### src/rtl/timer_pkg.sv
// Shared defaults, FSM encoding and sizing helper for the shared timer scheduler.
// Pure declarations: no latency, no flow control.
package timer_pkg;

  localparam int NREQ_DEF  = 4;
  localparam int CNT_W_DEF = 27;

  typedef enum logic [1:0] {
    ST_IDLE = 2'd0,
    ST_RUN  = 2'd1,
    ST_DONE = 2'd2
  } state_t;

  // Pointer width that stays legal for a single requester.
  function automatic int ptr_width(input int n);
    return (n > 1) ? $clog2(n) : 1;
  endfunction

endpackage

### src/rtl/rr_arbiter.sv
// Combinational round-robin pick: the first set request at or after the pointer wins.
// Zero latency; no backpressure, the result is valid only while o_valid is high.
module rr_arbiter
  import timer_pkg::*;
#(
  parameter int NREQ  = NREQ_DEF,
  parameter int PTR_W = ptr_width(NREQ)
) (
  input  logic [NREQ-1:0]  i_req,
  input  logic [PTR_W-1:0] i_pointer,
  output logic [NREQ-1:0]  o_winner,
  output logic             o_valid
);

  logic [PTR_W:0]   w_sum;
  logic [PTR_W-1:0] w_idx;

  always_comb begin
    o_winner = '0;
    o_valid  = 1'b0;
    w_sum    = '0;
    w_idx    = '0;
    for (int k = 0; k < NREQ; k++) begin
      // Wrap the search position modulo NREQ without a divider.
      w_sum = {1'b0, i_pointer} + (PTR_W+1)'(k);
      if (w_sum >= (PTR_W+1)'(NREQ)) begin
        w_sum = w_sum - (PTR_W+1)'(NREQ);
      end
      w_idx = w_sum[PTR_W-1:0];
      if (!o_valid && i_req[w_idx]) begin
        o_winner[w_idx] = 1'b1;
        o_valid         = 1'b1;
      end
    end
  end

endmodule

### src/rtl/shared_timer_scheduler.sv
// One down-counter time-shared by NREQ requesters; grant one cycle after request, done N+1 cycles after.
// No queueing: requests are sampled only in IDLE, and the owner dropping req aborts its count.
module shared_timer_scheduler
  import timer_pkg::*;
#(
  parameter int NREQ  = NREQ_DEF,
  parameter int CNT_W = CNT_W_DEF
) (
  input  logic                  clk,
  input  logic                  reset,
  input  logic                  enable,
  input  logic [NREQ-1:0]       req,
  input  logic [NREQ*CNT_W-1:0] load_val,
  output logic [NREQ-1:0]       grant,
  output logic [NREQ-1:0]       done,
  output logic                  busy,
  output logic [CNT_W-1:0]      remaining
);

  localparam int PTR_W = ptr_width(NREQ);
  localparam logic [PTR_W-1:0] LAST_IDX = PTR_W'(NREQ - 1);

  state_t           r_state;
  logic [NREQ-1:0]  r_grant;
  logic [NREQ-1:0]  r_done;
  logic [CNT_W-1:0] r_cnt;
  logic [PTR_W-1:0] r_ptr;
  logic [PTR_W-1:0] r_owner;

  state_t           w_state_nxt;
  logic [NREQ-1:0]  w_grant_nxt;
  logic [NREQ-1:0]  w_done_nxt;
  logic [CNT_W-1:0] w_cnt_nxt;
  logic [PTR_W-1:0] w_ptr_nxt;
  logic [PTR_W-1:0] w_owner_nxt;

  logic [NREQ-1:0]  w_win;
  logic             w_win_vld;
  logic [PTR_W-1:0] w_win_idx;
  logic [CNT_W-1:0] w_load;
  logic [PTR_W-1:0] w_owner_inc;
  logic             w_owner_live;

  rr_arbiter #(
    .NREQ  (NREQ),
    .PTR_W (PTR_W)
  ) u_arb (
    .i_req     (req),
    .i_pointer (r_ptr),
    .o_winner  (w_win),
    .o_valid   (w_win_vld)
  );

  always_comb begin
    w_win_idx = '0;
    w_load    = '0;
    for (int i = 0; i < NREQ; i++) begin
      if (w_win[i]) begin
        w_win_idx = PTR_W'(i);
        w_load    = load_val[i*CNT_W +: CNT_W];
      end
    end
  end

  assign w_owner_inc  = (r_owner == LAST_IDX) ? '0 : r_owner + PTR_W'(1);
  assign w_owner_live = |(req & r_grant);

  always_comb begin
    w_state_nxt = r_state;
    w_grant_nxt = r_grant;
    w_done_nxt  = '0;
    w_cnt_nxt   = r_cnt;
    w_ptr_nxt   = r_ptr;
    w_owner_nxt = r_owner;
    case (r_state)
      ST_IDLE: begin
        if (w_win_vld) begin
          w_grant_nxt = w_win;
          w_owner_nxt = w_win_idx;
          w_cnt_nxt   = w_load;
          if (w_load == '0) begin
            w_state_nxt = ST_DONE;
            w_done_nxt  = w_win;
          end else begin
            w_state_nxt = ST_RUN;
          end
        end
      end
      ST_RUN: begin
        // Abort beats a final decrement landing in the same cycle.
        if (!w_owner_live) begin
          w_state_nxt = ST_IDLE;
          w_grant_nxt = '0;
          w_cnt_nxt   = '0;
          w_ptr_nxt   = w_owner_inc;
        end else if (enable) begin
          if (r_cnt <= CNT_W'(1)) begin
            w_cnt_nxt   = '0;
            w_state_nxt = ST_DONE;
            w_done_nxt  = r_grant;
          end else begin
            w_cnt_nxt = r_cnt - CNT_W'(1);
          end
        end
      end
      ST_DONE: begin
        w_state_nxt = ST_IDLE;
        w_grant_nxt = '0;
        w_cnt_nxt   = '0;
        w_ptr_nxt   = w_owner_inc;
      end
      default: begin
        w_state_nxt = ST_IDLE;
        w_grant_nxt = '0;
        w_cnt_nxt   = '0;
      end
    endcase
  end

  always_ff @(posedge clk) begin
    if (reset) begin
      r_state <= ST_IDLE;
      r_grant <= '0;
      r_done  <= '0;
      r_cnt   <= '0;
      r_ptr   <= '0;
      r_owner <= '0;
    end else begin
      r_state <= w_state_nxt;
      r_grant <= w_grant_nxt;
      r_done  <= w_done_nxt;
      r_cnt   <= w_cnt_nxt;
      r_ptr   <= w_ptr_nxt;
      r_owner <= w_owner_nxt;
    end
  end

  assign grant     = r_grant;
  assign done      = r_done;
  assign busy      = (r_state != ST_IDLE);
  assign remaining = r_cnt;

endmodule

### config.mk
export PLATFORM = sky130hd
export DESIGN_NAME = shared_timer_scheduler
export DESIGN_NICKNAME = d
export VERILOG_FILES = /design/src/rtl/timer_pkg.sv /design/src/rtl/rr_arbiter.sv /design/src/rtl/shared_timer_scheduler.sv
export SDC_FILE = /design/constraint.sdc
export NUM_CORES = 1
export LEC_CHECK = 0
export CAP_MARGIN = 25
export CORE_ASPECT_RATIO = 0.75
export CORE_MARGIN = 5
export CORE_UTILIZATION = 48
export DETAILED_ROUTE_END_ITERATION = 6
export GPL_TIMING_DRIVEN = 0
export PLACE_DENSITY = 0.92
export REMOVE_ABC_BUFFERS = 1
export SLEW_MARGIN = 10
export SYNTH_ARGS = -nofsm -noshare
export SYNTH_HDL_FRONTEND = slang
export SYNTH_HIERARCHICAL = 1
export SYNTH_SLANG_ARGS = --single-unit
### constraint.sdc
create_clock -name clk -period 9.46 [get_ports clk]
set_input_delay 1.892 -clock clk [delete_from_list [all_inputs] [get_ports clk]]
set_output_delay 1.892 -clock clk [all_outputs]
set_load 0.02 [all_outputs]
==> impl_metrics.csv <==
group,metric,value,unit
yosys,ys.flop_type,"dfxtp_1",
place,dp.cells,732,
yosys,synth_common_cells,"nor2_1 (52), a21oi_1 (46), dfxtp_1 (41), nand2_1 (35), inv_1 (29)",
sta,fin_crit,5.90,ns
hold_path,min_delay_worst_endpoint,"remaining[15]",
yosys,netlist_instances,514,
critical_path,r2r-end,"r_state[1]",
yosys,syn_avg_cell_area,7.51,sq um
global_route,gr-usage-all-layers,0.285,
sta,hold_viol_final,0,
drt,first_iter_violations,625,
sta,finClkSkew,0.00522,ns
power_and_ir_drop,p_leak,2.00,nW
layout,finalNonFillerCells,740,
drt,ant_nets,0,
layout,fin_nets,758,
global_route,antenna_found_initial,0,
sta,fmax,0.169,GHz
power_and_ir_drop,pwr_density_cell,359,nW/um^2
yosys,synth_largest_area_cell,"dfxtp_1",
place,gp_congestion,0.942,
floorplanning,num_rows,28,
sta,fin_crit_sh,0.624,
sta,fin_setup_tns,0,ns
drt,avgRoutedWirePerCell,19.8,um
critical_path,r2r-start,"r_ptr[0]",
layout,area.sequential,821,sq um
drt,num_vias,4757,
layout,multiInputGateArea,2760,sq um
cts,root_buffer,"clkbuf_8",
hold_path,hold_depth,2,
hold_path,hold_class,"reg -> reg",
yosys,synth_edf_count,0,
floorplanning,die_area,9960,sq um
critical_path,regToRegSetupSlack,4.08,ns
critical_path,critPathMaxFanout,44,
floorplanning,fp.dieW,114,um
yosys,synth_area_leaders,"dfxtp_1 (21%), a21oi_1 (6.0%), nor2_1 (5.1%)",
floorplanning,fp.dieH,87.7,um
floorplanning,start_util,0.490,
sta,maxSlewHeadroom,0.465,
cts,cts_tree,"yes",
cts,clkSlewWorstSetupHoldPaths,0.08,ns
layout,antenna_cells,0,
yosys,synth_cell_types,73,
cts,cts_inserted_buffers,5,
cts,cts_hold_buffers,0,
critical_path,arrival,6.11,ns
place,place_hpwl,11.3,mm
critical_path,ff2ff_path_depth,14,
cts,postCtsSetupBuffers,0,
yosys,ys_warn_count,6,
drt,dr.pass1.iters,5,
layout,syn2layout_area_growth,43.4,%
sta,worst_slew_pin_slew,0.801,ns
place,portBuffers,150,
hold_path,hold_start,"remaining[15]",
drt,routed_wl,14.6,mm
yosys,synth_seq_area_share,0.213,
global_route,overflow,0,
critical_path,startpoint,"req[2]",
sta,rsz0062_at_grt,"no",
drt,drc,0,
power_and_ir_drop,ir_drop,0.000169,V
cts,cts_resized,0,
layout,nFillCells,645,
drt,viasPerCell,6.43,
yosys,syn_area,3860,sq um
floorplanning,core,7880,sq um
flow_run,drv_cap,0,
cts,clk_latency,0.29,ns
layout,drive_gt1_frac,0.0598,
global_route,grt_pass1_vias,4505,
global_route,grt_pass1_wl,23.0,mm
critical_path,startpoint_type,"primary input",
sta,setup_viol,0,
global_route,grt_max_degree,46,
critical_path,worstPathRequired,9.66,ns
yosys,ys_ff_latch,41,
run_status,status,"finished clean",
yosys,synthArstFlopShare,0,
floorplanning,io_pins,151,
critical_path,end_kind,"register",
yosys,synth.most_common_cell,"nor2_1",
cts,cts.sinks,41,
cts,clk_path_buf_depth,2,
cts,h-tree-depth,2,
critical_path,critPathKind,"in -> reg",
sta,final_max_slew_viol_count,0,
yosys,yosys.area.top_type_share,0.213,
## layout by cell type (no fill, tap or decap), types with 4 or more instances in the layout
cell,instances
a211oi_1,5
a21oi_1,46
a221o_1,6
a221oi_1,4
a222oi_1,7
a22oi_1,15
a32o_1,4
a32oi_1,17
and2_1,5
clkbuf_8,7
clkdlybuf4s50_1,150
dfxtp_1,41
ha_1,9
inv_1,29
mux2i_1,8
nand2_1,35
nand2b_1,8
nand3b_1,20
nor2_1,52
nor2b_1,4
nor3_1,10
nor3b_1,6
nor4_1,15
o21a_1,4
o21ai_0,12
o21ai_1,11
o22ai_1,14
or4_1,7
or4bb_1,14
## worst max-delay path by stage
stage                             to  depth (start not counted)
after CTS                 r_state[1]                         13
after floorplan           r_state[1]                         11
after global routing      r_state[1]                         13
after detailed placement  r_state[1]                         13
after global placement    r_state[1]                         12
final                     r_state[1]                         13
## cells by family (layout without fill, tap and decap cells)
| family | Yosys count | in the layout | share of synthesized area |
|---|---|---|---|
| muxes | 13 | 13 | 0.0382 |
| DFF | 41 | 41 | 0.213 |
| buffers and inverters | 72 | 193 | 0.0891 |
| and+or+nand+nor | 204 | 204 | 0.311 |
| xor gates and xnor gates | 3 | 3 | 0.00681 |
| adders and majority gates | 9 | 9 | 0.0292 |
| AOI/OAI and AO/OA | 172 | 172 | 0.313 |
## registers in the layout (all words and copies together) (netlist names)
signal and flops:
grant 4, done 4, r_owner 2, r_ptr 2, r_state 2, remaining 27
## worst max-delay path: stages
cell and delay (ns):
clkdlybuf4s50_1 0.58, or3b_1 0.44, a2111oi_2 0.37, or3_4 0.26, o2bb2ai_4 0.33, buf_16 0.26, nor2b_1 0.17, a221oi_1 0.31
a21oi_1 0.18, nand4b_1 0.25, nor4_2 0.71, a21oi_1 0.15, nor4_1 0.18
## layout make-up
class                           count  share of cell area
Multi-Input combinational cell    401               0.499
Timing Repair Buffer              156               0.291
Sequential cell                    41               0.148
Tap cell                          105              0.0237
Inverter                           29              0.0197
Clock buffer                        7              0.0174
Clock inverter                      1            0.000904
## stage by stage
stage	hold slack, ns	total power [mW]	worst slack, ns	utilization	area [sq um]
after floorplan	0.477	1.26	3.14	-	3630
final	0.535	1.99	3.56	0.702	5540
after global placement	0.492	1.71	0.678	0.667	5260
after CTS	0.531	1.96	3.63	0.702	5540
after detailed placement	0.519	1.82	3.34	0.690	5440
after global routing	0.568	2.13	3.20	0.702	5540
## metal layers
metal | GRT usage | vias to the layer above | part of all wire
met1 | 0.366 | 2224 | 0.40
met2 | 0.466 | 295 | 0.45
met3 | 0.0829 | 34 | 0.13
li1 | - | 2204 | -
met5 | 0 | - | 0
met4 | 0.0841 | 0 | 0.021
## report_power, final
part / internal [mW] / switching [mW]
clock network: 0.0660 / 0.0623
logic: 0.635 / 0.909
registers: 0.226 / 0.0931
Note: power is estimated with default switching activity, not from simulation.
